===== src/rtl/cache_arbiter.sv =====
// Round-robin arbiter that shares one burst-oriented memory port between the
// icache and dcache miss paths. A granted whole-line request is serialised into
// BURST_LEN beats, then completion is pulsed back to the granted cache for one cycle.
module cache_arbiter #(
  parameter int unsigned ADDR_W    = 32,
  parameter int unsigned BEAT_W    = 64,
  parameter int unsigned BURST_LEN = 4
) (
  input  logic                        clk,
  input  logic                        rst,
  input  logic                        i_read,
  input  logic [ADDR_W-1:0]           i_addr,
  output logic [BEAT_W*BURST_LEN-1:0] i_rdata,
  output logic                        i_resp,
  input  logic                        d_read,
  input  logic                        d_write,
  input  logic [ADDR_W-1:0]           d_addr,
  input  logic [BEAT_W*BURST_LEN-1:0] d_wdata,
  output logic [BEAT_W*BURST_LEN-1:0] d_rdata,
  output logic                        d_resp,
  output logic                        pmem_read,
  output logic                        pmem_write,
  output logic [ADDR_W-1:0]           pmem_addr,
  output logic [BEAT_W-1:0]           pmem_wdata,
  input  logic [BEAT_W-1:0]           pmem_rdata,
  input  logic                        pmem_resp
);

  localparam int unsigned LineW = BEAT_W * BURST_LEN;
  localparam int unsigned OffW  = $clog2(LineW / 8);
  localparam int unsigned CntW  = (BURST_LEN > 1) ? $clog2(BURST_LEN) : 1;
  localparam logic [CntW-1:0]   LastBeat = CntW'(BURST_LEN - 1);
  localparam logic [ADDR_W-1:0] AddrMask = {{(ADDR_W - OffW){1'b1}}, {OffW{1'b0}}};

  typedef enum logic [2:0] {StIdle, StIRd, StDRd, StDWr, StDone} state_e;

  state_e            state_q, state_d;
  logic [CntW-1:0]   beat_q, beat_d;
  logic [LineW-1:0]  line_q, line_d;
  logic [ADDR_W-1:0] addr_q, addr_d;
  logic              last_dc_q, last_dc_d;  // 1: dcache held the most recent grant
  logic              wr_q, wr_d;

  // State register; async reset aborts any burst immediately.
  always_ff @(posedge clk or negedge rst) begin
    if (!rst) begin
      state_q   <= StIdle;
      beat_q    <= '0;
      line_q    <= '0;
      addr_q    <= '0;
      last_dc_q <= 1'b0;
      wr_q      <= 1'b0;
    end else begin
      state_q   <= state_d;
      beat_q    <= beat_d;
      line_q    <= line_d;
      addr_q    <= addr_d;
      last_dc_q <= last_dc_d;
      wr_q      <= wr_d;
    end
  end

  // Next-state: arbitration in idle, beat sequencing during bursts.
  always_comb begin
    logic d_pend;
    logic grant_dc;
    state_d   = state_q;
    beat_d    = beat_q;
    line_d    = line_q;
    addr_d    = addr_q;
    last_dc_d = last_dc_q;
    wr_d      = wr_q;
    d_pend    = d_read | d_write;
    grant_dc  = 1'b0;

    unique case (state_q)
      StIdle: begin
        if (i_read || d_pend) begin
          // On a tie, the side that did not win last time gets the port.
          grant_dc  = d_pend && (!i_read || !last_dc_q);
          last_dc_d = grant_dc;
          wr_d      = grant_dc && d_write;
          addr_d    = (grant_dc ? d_addr : i_addr) & AddrMask;
          beat_d    = '0;
          if (grant_dc && d_write) begin
            line_d  = d_wdata;
            state_d = StDWr;
          end else begin
            state_d = grant_dc ? StDRd : StIRd;
          end
        end
      end
      StIRd, StDRd, StDWr: begin
        if (pmem_resp) begin
          if (state_q != StDWr) begin
            line_d[32'(beat_q) * BEAT_W +: BEAT_W] = pmem_rdata;
          end
          if (beat_q == LastBeat) begin
            beat_d  = '0;
            state_d = StDone;
          end else begin
            beat_d = beat_q + 1'b1;
          end
        end
      end
      StDone: state_d = StIdle;
      default: state_d = StIdle;
    endcase
  end

  // Outputs decode from registered state only, so reset clears them at once.
  always_comb begin
    logic busy;
    busy       = (state_q == StIRd) || (state_q == StDRd) || (state_q == StDWr);
    pmem_read  = (state_q == StIRd) || (state_q == StDRd);
    pmem_write = (state_q == StDWr);
    pmem_addr  = busy ? addr_q : '0;
    pmem_wdata = (state_q == StDWr) ? line_q[32'(beat_q) * BEAT_W +: BEAT_W] : '0;
    i_resp     = (state_q == StDone) && !last_dc_q;
    d_resp     = (state_q == StDone) && last_dc_q;
    i_rdata    = i_resp ? line_q : '0;
    d_rdata    = (d_resp && !wr_q) ? line_q : '0;
  end

endmodule


===== config.mk =====
export PLATFORM = sky130hd
export DESIGN_NAME = cache_arbiter
export DESIGN_NICKNAME = d
export VERILOG_FILES = /design/src/rtl/cache_arbiter.sv
export SDC_FILE = /design/constraint.sdc
export NUM_CORES = 1
export LEC_CHECK = 0
export ABC_AREA = 1
export BUFFER_PORTS_ARGS = -buffer_cell sky130_fd_sc_hd__buf_2
export CAP_MARGIN = 20
export CELL_PAD_IN_SITES_DETAIL_PLACEMENT = 1
export CELL_PAD_IN_SITES_GLOBAL_PLACEMENT = 2
export CORE_AREA = 3 3 394 396
export DETAILED_ROUTE_END_ITERATION = 10
export DIE_AREA = 0 0 397 399
export PLACE_DENSITY = 0.64
export SLEW_MARGIN = 20
export SYNTH_ARGS = -nofsm -noshare
export SYNTH_HDL_FRONTEND = slang
export SYNTH_SLANG_ARGS = --single-unit

===== constraint.sdc =====
create_clock -name clk -period 2.37 [get_ports clk]
set_input_delay 0.237 -clock clk [delete_from_list [all_inputs] [get_ports clk]]
set_output_delay 0.237 -clock clk [all_outputs]
set_load 0.01 [all_outputs]

==> summary.md <==
| Metric | Value |
|---|---|
| Failing checks | `setup timing` |
| WP data arrival | `about 2.4 ns` |
| Worst setup margin | `-0.258 ns` |
| Leakage power | `around 20 nW` |
| Max H-tree Level | `2` |
| Cell Rows | `about 140` |
| Startpoint type of the worst setup path | `flop` |
| Area growth from synthesis to layout | `68.7%` |
| Mean Syn Cell Area | `around 5.9 sq um` |
| Grt met3 use | `0.0449` |
| Initial Utilization | `0.147` |
| Worst Path Required | `roughly 2.1 ns` |
| Synth cell types | `27` |
| Cell Pwr Density | `~1300 nW/um^2` |
| Grt total ovfl | `0` |
| CTS max path bufs | `3` |
| Iter 0 DRT Violations | `between 2000 and 2500` |
| Core area | `about 150000 sq um` |
| Critical-path cell list | `nor2_4 -> nand2_4 -> nor2_4 -> nand2_8 -> buf_16 -> buf_16 -> nor2_1 -> buf_2` |
| GPL Wtd Cong | `between 0.8 and 0.9` |
| Final period util | `1.11` |
| Max-slew violation count | `0` |
| Grt met1 use | `0.250` |
| GR Layer Usage met2 | `0.339` |
| Vias in the first global route | `32200` |
| Final setup vio count | `between 600 and 700` |
| Peak supply drop | `between 0.001 and 0.0015 V` |
| Fill count | `~19000` |
| TritonCTS Buffers | `between 40 and 50` |
| Sink Count | `between 200 and 300` |
| CP delay by family, top | `simple AND/OR/NAND/NOR gates` |
| Crit-path max FO | `32` |
| Vias per cell | `about 4.4` |
| Fin util | `0.248` |
| Number of remaining DRC errors | `0` |
| CP Class | `reg2out` |
| Synthesized cell area | `about 22000 sq um` |
| DP HPWL | `121000 um` |
| Post-synthesis sequential area ratio | `0.325` |
| Worst-margin pin slew | `~0.86 ns` |
| Final TNS setup | `-54.81 ns` |
| Worst hold-check path type | `in2reg` |
| Routed WL | `between 150000 and 200000 um` |
| GRT Util Overall | `0.199` |
| RSZ-0062 raised after global routing | `yes` |
| Port bufs | `~990` |
| Worst Setup End Kind | `primary output` |
| Final Skew | `a little over 0.04 ns` |
| Synth Instances | `3796` |
| Vias | `between 30000 and 40000` |
| First-pass GRT wire length | `between 200000 and 250000 um` |
| Yosys warnings | `0` |
| Die Width | `397 um` |
| Seq cells post-synth | `just under 300` |
| Drt first pass iters | `5` |
| CTS tree | `yes` |
| NumNets Final | `approximately 5400` |
| Largest area contributor in the netlist | `dfrtp_1` |
| Clock Latency Late Sink | `0.61 ns` |
| Buf/Inv on CP | `3` |
| Drt wl/cell | `~25 um` |
| Delay of the slowest critical-path stage | `between 0.4 and 0.5 ns` |
| Slew headroom | `0.429` |
| Max_cap viols | `0` |
| CTS root buf | `clkbuf_16` |
| CP max stage cell | `dfrtp_1` |
| Layout cells sized above 1 | `0.307` |
| Initial antenna violation count | `42` |
| Antenna viol nets, final | `0` |
| Die ar. | `between 150000 and 200000 sq um` |
| Synth area leaders | `dfrtp_1, nand2_1, nor2_1` |
| Clock-pin slew on the worst setup and hold paths | `roughly 0.06 ns` |
| I/O Pins | `1002` |
| Largest net degree at the start of global routing | `127` |
| Synth top area share | `0.325` |
| Final hold viol count | `0` |
| Fmax | `381 MHz` |
| Status | `finished with violations` |
| Grt peak-use layer | `met2` |
| Tmin final | `2.63 ns` |
| Die H | `roughly 400 um` |
sequential cells by signal, indices dropped and copies added, names as in the netlist:
signal	flops
beat_q	2
line_q	256
state_q	3
last_dc_q	1
wr_q	1
addr_q	27
tightest hold or removal path: stages:
cell and delay [ns]:
buf_2 0.13, nand3_2 0.08, nand2_1 0.04, nand4_1 0.07, nand2_1 0.05
cells in the mapped netlist (all sizes together):
library cell,number
nand2,1170
nor2,771
inv,306
dfrtp,290
nand3,262
nand4,256
a21oi,193
clkbuf,177
buf,170
o21ai,163
o22ai,27
ha,5
or2,2
clkinv,1
conb,1
nor3,1
o21bai,1
final cells by class:
type,count,area [sq um],share of cell area
well taps,2030,2540,0.0675
clock inverters,11,98.8,0.00263
flip-flops and latches,290,7270,0.193
multi-input cells,2856,13300,0.353
clock buffers,64,1180,0.0315
inverters,307,1220,0.0324
diodes,24,60.1,0.00160
repair buffers,1526,12000,0.319
per-stage QoR:
step           hold WS, ns  cells  worst slack (ns)  cell area (sq um)  power (mW)
3_3_place_gp         0.209   6648             0.127              30500        35.3
2_1_floorplan      -0.0586   3800             0.153              22300        22.7
3_5_place_dp         0.208   6648            0.0680              30500        35.6
6_report            0.0386   7108            -0.258              37600        47.2
5_1_grt             0.0225   7097            -0.331              37600        50.3
4_1_cts           0.000437   7024            -0.279              35500        44.5
cells in the final DEF, fill, tap and decap left out, drive strengths merged:
cell type / n
buf: 1218
nand2: 1170
nor2: 771
inv: 307
dfrtp: 290
dlygate4sd3: 276
nand3: 262
nand4: 256
a21oi: 193
o21ai: 163
clkbuf: 95
o22ai: 27
diode: 24
clkinv: 9
conb: 5
ha: 5
or2: 2
bufinv: 2
nor3: 1
o21bai: 1
bufbuf: 1
repair_timing:
action / in CTS / in global routing
endpoints found under the hold margin: 395 / 0
cloned: 13 / 33
hold buffers: 276 / 0
gates resized for setup: 145 / 321
endpoints found under the setup margin: 604 / 725
setup buffers: 12 / 29
pin swaps: 19 / 44
power breakdown:
group          leakage [nW]  switching [mW]  total, mW  internal (mW)
Combinational          15.2            21.9       32.4           10.4
Sequential             3.73            1.50       8.53           7.03
Clock                 0.631            2.77       6.31           3.55
cell families after synthesis:
logic type      synth area share
simple gates               0.462
buf+inv                    0.122
compound gates            0.0878
flops                      0.325
fa+ha+maj                0.00280
other cells             0.000168
worst paths after layout:
check / from / end / slack, ns / depth (start not counted)
min in group asynchronous: rst / line_q[214] / 0.19 / 2
max in group asynchronous: rst / line_q[3] / 1.27 / 4
hold / removal: pmem_rdata[57] / line_q[57] / 0.04 / 5
hold reg to reg: line_q[152] / line_q[152] / 0.47 / 2
setup / recovery: state_q[1] / d_rdata[158] / -0.26 / 8
setup reg to reg: beat_q[0] / line_q[38] / -0.15 / 11
per-layer routing:
metal  vias up  part of all wire
met5         -           0.00045
li1      14600                 -
met1     15600              0.42
met3       194             0.064
met2      1120              0.49
met4        12             0.026
(Power assumes the default switching activity.)
